### src/rtl/noc_input_buffer.sv
// noc_input_buffer
//   Per-port flit input buffer on the receive side of a NoC link. Stores incoming flits in a
//   DEPTH-entry circular FIFO and presents the oldest flit to the route/crossbar stage. Each
//   accepted pop produces a registered one-cycle credit pulse for the upstream credit counter.
//   Link-side head/body/tail framing is checked, and overflow and framing errors are flagged.
//
// Ports
//   clk              clock, rising edge
//   rst              asynchronous active-low reset
//   flit_valid_i     link flit present
//   flit_data_i      link flit payload
//   flit_type_i      00 BODY, 01 HEAD, 10 TAIL, 11 HEADTAIL
//   pop_i            crossbar consumes the front flit
//   flit_valid_o     FIFO non-empty
//   flit_data_o      front flit payload (don't-care when empty)
//   flit_type_o      front flit type (don't-care when empty)
//   head_valid_o     front flit opens a packet (HEAD or HEADTAIL)
//   credit_return_o  one-cycle pulse per accepted pop
//   count_o          occupancy 0..DEPTH
//   overflow_o       sticky: flit arrived while full
//   protocol_err_o   sticky: framing violation on input

module noc_input_buffer #(
    parameter int unsigned FLIT_W = 32,
    parameter int unsigned DEPTH  = 4
) (
    input  logic                     clk,
    input  logic                     rst,
    input  logic                     flit_valid_i,
    input  logic [FLIT_W-1:0]        flit_data_i,
    input  logic [1:0]               flit_type_i,
    input  logic                     pop_i,
    output logic                     flit_valid_o,
    output logic [FLIT_W-1:0]        flit_data_o,
    output logic [1:0]               flit_type_o,
    output logic                     head_valid_o,
    output logic                     credit_return_o,
    output logic [$clog2(DEPTH):0]   count_o,
    output logic                     overflow_o,
    output logic                     protocol_err_o
);

    localparam int unsigned PtrW = $clog2(DEPTH);
    localparam int unsigned CntW = PtrW + 1;

    localparam logic [1:0] TypeBody     = 2'b00;
    localparam logic [1:0] TypeHead     = 2'b01;
    localparam logic [1:0] TypeTail     = 2'b10;
    localparam logic [1:0] TypeHeadTail = 2'b11;

    typedef enum logic {StIdle, StInPkt} frame_state_e;

    logic [FLIT_W+1:0] mem_q [DEPTH];
    logic [PtrW-1:0]   wptr_q, wptr_d;
    logic [PtrW-1:0]   rptr_q, rptr_d;
    logic [CntW-1:0]   count_q, count_d;
    logic              credit_q;
    logic              overflow_q, overflow_d;
    logic              perr_q, perr_d;
    frame_state_e      state_q, state_d;

    logic full;
    logic empty;
    logic push;
    logic pop;
    logic [FLIT_W+1:0] front;

    assign full  = (count_q == CntW'(DEPTH));
    assign empty = (count_q == '0);

    // A pop on a full FIFO frees the slot the same edge, so the push is still accepted.
    assign pop  = pop_i && !empty;
    assign push = flit_valid_i && (!full || pop);

    always_comb begin
        wptr_d     = wptr_q;
        rptr_d     = rptr_q;
        count_d    = count_q;
        overflow_d = overflow_q;

        if (push) begin
            wptr_d = wptr_q + PtrW'(1);
        end
        if (pop) begin
            rptr_d = rptr_q + PtrW'(1);
        end

        unique case ({push, pop})
            2'b10:   count_d = count_q + CntW'(1);
            2'b01:   count_d = count_q - CntW'(1);
            default: count_d = count_q;
        endcase

        if (flit_valid_i && !push) begin
            overflow_d = 1'b1;
        end
    end

    // Framing is checked on every link flit, whether or not it is stored.
    always_comb begin
        state_d = state_q;
        perr_d  = perr_q;

        if (flit_valid_i) begin
            unique case (state_q)
                StIdle: begin
                    unique case (flit_type_i)
                        TypeHead:     state_d = StInPkt;
                        TypeHeadTail: state_d = StIdle;
                        default:      perr_d  = 1'b1;
                    endcase
                end
                StInPkt: begin
                    unique case (flit_type_i)
                        TypeBody: state_d = StInPkt;
                        TypeTail: state_d = StIdle;
                        TypeHead: begin
                            perr_d  = 1'b1;
                            state_d = StInPkt;
                        end
                        TypeHeadTail: begin
                            perr_d  = 1'b1;
                            state_d = StIdle;
                        end
                        default: state_d = StInPkt;
                    endcase
                end
                default: state_d = StIdle;
            endcase
        end
    end

    always_ff @(posedge clk or negedge rst) begin
        if (!rst) begin
            wptr_q     <= '0;
            rptr_q     <= '0;
            count_q    <= '0;
            credit_q   <= 1'b0;
            overflow_q <= 1'b0;
            perr_q     <= 1'b0;
            state_q    <= StIdle;
        end else begin
            wptr_q     <= wptr_d;
            rptr_q     <= rptr_d;
            count_q    <= count_d;
            credit_q   <= pop;
            overflow_q <= overflow_d;
            perr_q     <= perr_d;
            state_q    <= state_d;
        end
    end

    // Storage needs no reset: occupancy alone decides which entries are meaningful.
    always_ff @(posedge clk) begin
        if (push) begin
            mem_q[wptr_q] <= {flit_type_i, flit_data_i};
        end
    end

    assign front           = mem_q[rptr_q];
    assign flit_valid_o    = !empty;
    assign flit_data_o     = front[FLIT_W-1:0];
    assign flit_type_o     = front[FLIT_W+1:FLIT_W];
    assign head_valid_o    = flit_valid_o && flit_type_o[0];
    assign credit_return_o = credit_q;
    assign count_o         = count_q;
    assign overflow_o      = overflow_q;
    assign protocol_err_o  = perr_q;

endmodule

### config.mk
export PLATFORM = sky130hd
export DESIGN_NAME = noc_input_buffer
export DESIGN_NICKNAME = d
export VERILOG_FILES = /design/src/rtl/noc_input_buffer.sv
export SDC_FILE = /design/constraint.sdc
export NUM_CORES = 1
export LEC_CHECK = 0
export ABC_AREA = 1
export CORE_MARGIN = 2
export CORE_UTILIZATION = 58
export CTS_BUF_LIST = sky130_fd_sc_hd__clkbuf_16
export DETAILED_ROUTE_END_ITERATION = 8
export PLACE_DENSITY_LB_ADDON = 0.15
export SYNTH_ARGS = -nofsm -noshare
export SYNTH_HDL_FRONTEND = slang
export SYNTH_SLANG_ARGS = --single-unit
export TNS_END_PERCENT = 1
### constraint.sdc
create_clock -name clk -period 7.51 [get_ports clk]
set_input_delay 1.8775 -clock clk [delete_from_list [all_inputs] [get_ports clk]]
set_output_delay 1.8775 -clock clk [all_outputs]
set_load 0.005 [all_outputs]
==> flow_metrics.env <==
export IMPL_status="finished clean"
export IMPL_rsz0062_at_grt="false"
export IMPL_rrSetupSlack_ns=5.21
export IMPL_total_power_uw=2971
export IMPL_drtIter0Drc=196
export IMPL_placed_area_mm2=0.006502
export IMPL_synth_nets=442
export IMPL_portBuffers=79
export IMPL_post_cts_buffers=0
export IMPL_max_cap_violations=0
export IMPL_dieWidth_um=102.6
export IMPL_antenna_cells=0
export IMPL_die_area_mm2=0.01052
export IMPL_reg2reg_from="count_o[2]$_DFFE_PN0P_"
export IMPL_ys_types=28
export IMPL_gr_usage_met3_pct=5.356
export IMPL_hold_viol_final=0
export IMPL_finalCriticalPeriod_ns=5.308
export IMPL_synth_compound_area_share_pct=10.40
export IMPL_yosys_warnings=0
export IMPL_slowest_delay_ns=1.13
export IMPL_worstSetupEndpointType="primary output"
export IMPL_grt_max_degree=71
export IMPL_ys_seq_elements=147
export IMPL_netlist_area_mm2=0.005633
export IMPL_antenna_found_initial=0
export IMPL_slew_limit_headroom_pct=20.36
export IMPL_cpMaxStageDelayCell="dfrtp_1"
export IMPL_p_leak_uw=0.002444
export IMPL_row_count=35
export IMPL_via_count=3432
export IMPL_vdd_drop_max_uv=262.3
export IMPL_start_kind="flop"
export IMPL_synth_adder_area_share_pct=1.244
export IMPL_final_setup_tns_ns=0
export IMPL_grt_overflow=0
export IMPL_fin_crit_sh_pct=70.68
export IMPL_cts_path_max_buffers=2
export IMPL_critPathArrivalTime_ns=3.43
export IMPL_clk_insertion_delay_late_ns=0.41
export IMPL_nNetsFinal=518
export IMPL_cp_endpoint="head_valid_o"
export IMPL_crit_chain="inv_1, nand3_1, and3_2, clkdlybuf4s50_1"
export IMPL_cts_resized=0
export IMPL_postCtsHoldBufs=0
export IMPL_hpwlAfterDp_um=5840
export IMPL_cp_max_fo=36
export IMPL_reg2reg_depth=5
export IMPL_cp_required_ns=5.63
export IMPL_avgSynthCellArea_um2=14.12
export IMPL_netlist_instances=399
export IMPL_clk_pin_slew_ns=0.06
export IMPL_drcViolationCount=0
export IMPL_die_y_um=102.6
export IMPL_use_met1_pct=27.86
export IMPL_worst_hold_slack_ns=0.4835
export IMPL_critPathKind="flop to primary output"
export IMPL_initial_core_util_pct=60.39
export IMPL_final_area_mm2=0.007111
export IMPL_powerDensity_mw_per_mm2=417.8
export IMPL_h_tree_depth=4
export IMPL_ioPinCount=80
export IMPL_synthSimpleGateAreaFrac_pct=7.219
export IMPL_cts_tree="done"
export IMPL_root_buffer="clkbuf_16"
export IMPL_grt_pass1_vias=3454
export IMPL_cts_buffers=17
export IMPL_synth_xor_area_share_pct=0.6219
export IMPL_min_path_type="flop to flop"
export IMPL_whs_path_depth=1
export IMPL_setup_viol_count_final=0
export IMPL_fin_skew_ns=0.01250
export IMPL_numClockSinks=147
export IMPL_finalMaxSlewViolations=0
export IMPL_core_area_mm2=0.009328
export IMPL_final_util_pct=76.23
export IMPL_drt_pass1_iter_count=4
export IMPL_synth_top_family_by_area="compound AO/OA/AOI/OAI gates"
export IMPL_wl_um=10850
export IMPL_gp_congestion=0.8346
export IMPL_ant_nets=0
export IMPL_r2r_end="mem_q[0][18]$_DFFE_PP_"
export IMPL_via_per_inst=5.562
export IMPL_synth_mux_area_share_pct=0
export IMPL_area_growth_pct=26.23
export IMPL_drive_above_1_share_pct=9.016
export IMPL_startpoint="rptr_q[1]$_DFFE_PN0P_"
export IMPL_wl_per_cell_um=17.59
export IMPL_worst_slew_pin_slew_ns=1.195
export IMPL_grt_pass1_wl_um=16680
export IMPL_use_met2_pct=35.19
export IMPL_busiest_layer="met2"
export IMPL_grtUsageTotal_pct=21.52
export IMPL_max_freq_mhz=188.4
export IMPL_synth_seq_area_share_pct=77.39
layout by cell type, fill, tap and decap left out, types with 3 or more instances in the layout:
cell type,n
nand2_1,9
ha_1,4
inv_1,17
nand3_1,6
o21ai_0,66
nor2_4,4
clkdlybuf4s50_1,79
nor2_1,71
inv_6,4
nand2_2,4
dfrtp_1,10
o22ai_1,33
clkinv_4,4
clkbuf_16,17
bufinv_16,3
edfxtp_1,136
xor2_1,4
worst max-delay path: cells and delay by family, from the launching register on:
family / cells / cell delay, ns
flip-flops: 1 / 1.13
buffers and inverters: 2 / 1.36
AND/OR/NAND/NOR: 2 / 0.52
through the flow:
stage	cells	setup slack (ns)
floorplan	399	3.485
global placement	585	2.668
detailed placement	585	2.635
CTS	617	2.183
global route	617	1.924
finish	617	2.202
flip-flops by register name (all words and copies together) (netlist names):
register,flops
overflow_o,1
credit_return_o,1
count_o,3
wptr_q,2
state_q,1
protocol_err_o,1
rptr_q,2
mem_q,136
area by class of cell:
cell class / instances / area, um^2
inverters: 16 / 62.56
fillers: 573 / 2217
repair buffers: 79 / 790.8
flip-flops and latches: 147 / 4360
clock buffers: 17 / 425.4
multi-input cells: 214 / 1127
well taps: 129 / 161.4
clock inverters: 15 / 182.7
logic make-up (layout without fill, tap and decap cells):
| family | after synthesis | after routing |
|---|---|---|
| simple gates | 99 | 99 |
| buf+inv | 38 | 127 |
| flops | 147 | 147 |
| xor+xnor | 4 | 4 |
| fa+ha+maj | 5 | 5 |
| compound gates | 106 | 106 |
report_power, final:
| part | leakage, uW | internal, uW | switching (uW) |
|---|---|---|---|
| Sequential | 0.00137 | 1080 | 126 |
| Combinational | 0.000777 | 449 | 462 |
| Clock | 0.000297 | 526 | 329 |
worst min path at each step:
stage	start	to
after detailed placement	protocol_err_o$_DFFE_PN0P_	protocol_err_o$_DFFE_PN0P_
after global placement	overflow_o$_DFFE_PN0P_	overflow_o$_DFFE_PN0P_
after global routing	protocol_err_o$_DFFE_PN0P_	protocol_err_o$_DFFE_PN0P_
after floorplan	overflow_o$_DFFE_PN0P_	overflow_o$_DFFE_PN0P_
after CTS	protocol_err_o$_DFFE_PN0P_	protocol_err_o$_DFFE_PN0P_
final	protocol_err_o$_DFFE_PN0P_	protocol_err_o$_DFFE_PN0P_
Yosys cell counts, drive strengths merged:
cell type,count,area [um^2]
nand4,1,6.260
buf,11,68.81
inv,16,62.56
a21o,1,7.510
a21boi,1,7.510
xor2,4,35.03
a21oi,2,10.01
nand2,13,58.80
o21ai,67,339.1
o22ai,33,206.5
nor2,76,287.8
clkbuf,11,45.04
o21bai,2,15.01
and2,1,6.260
and3,1,7.510
ha,4,50.05
nand3,7,40.04
dfrtp,11,275.3
edfxtp,136,4084
fa,1,20.02
per-layer routing:
layer | up-vias | wire length [um]
li1 | 1619 | -
met1 | 1692 | 4593
met2 | 110 | 5602
met3 | 11 | 552
met4 | 0 | 102
met5 | - | 0
Note: power is estimated with default switching activity, not from simulation.
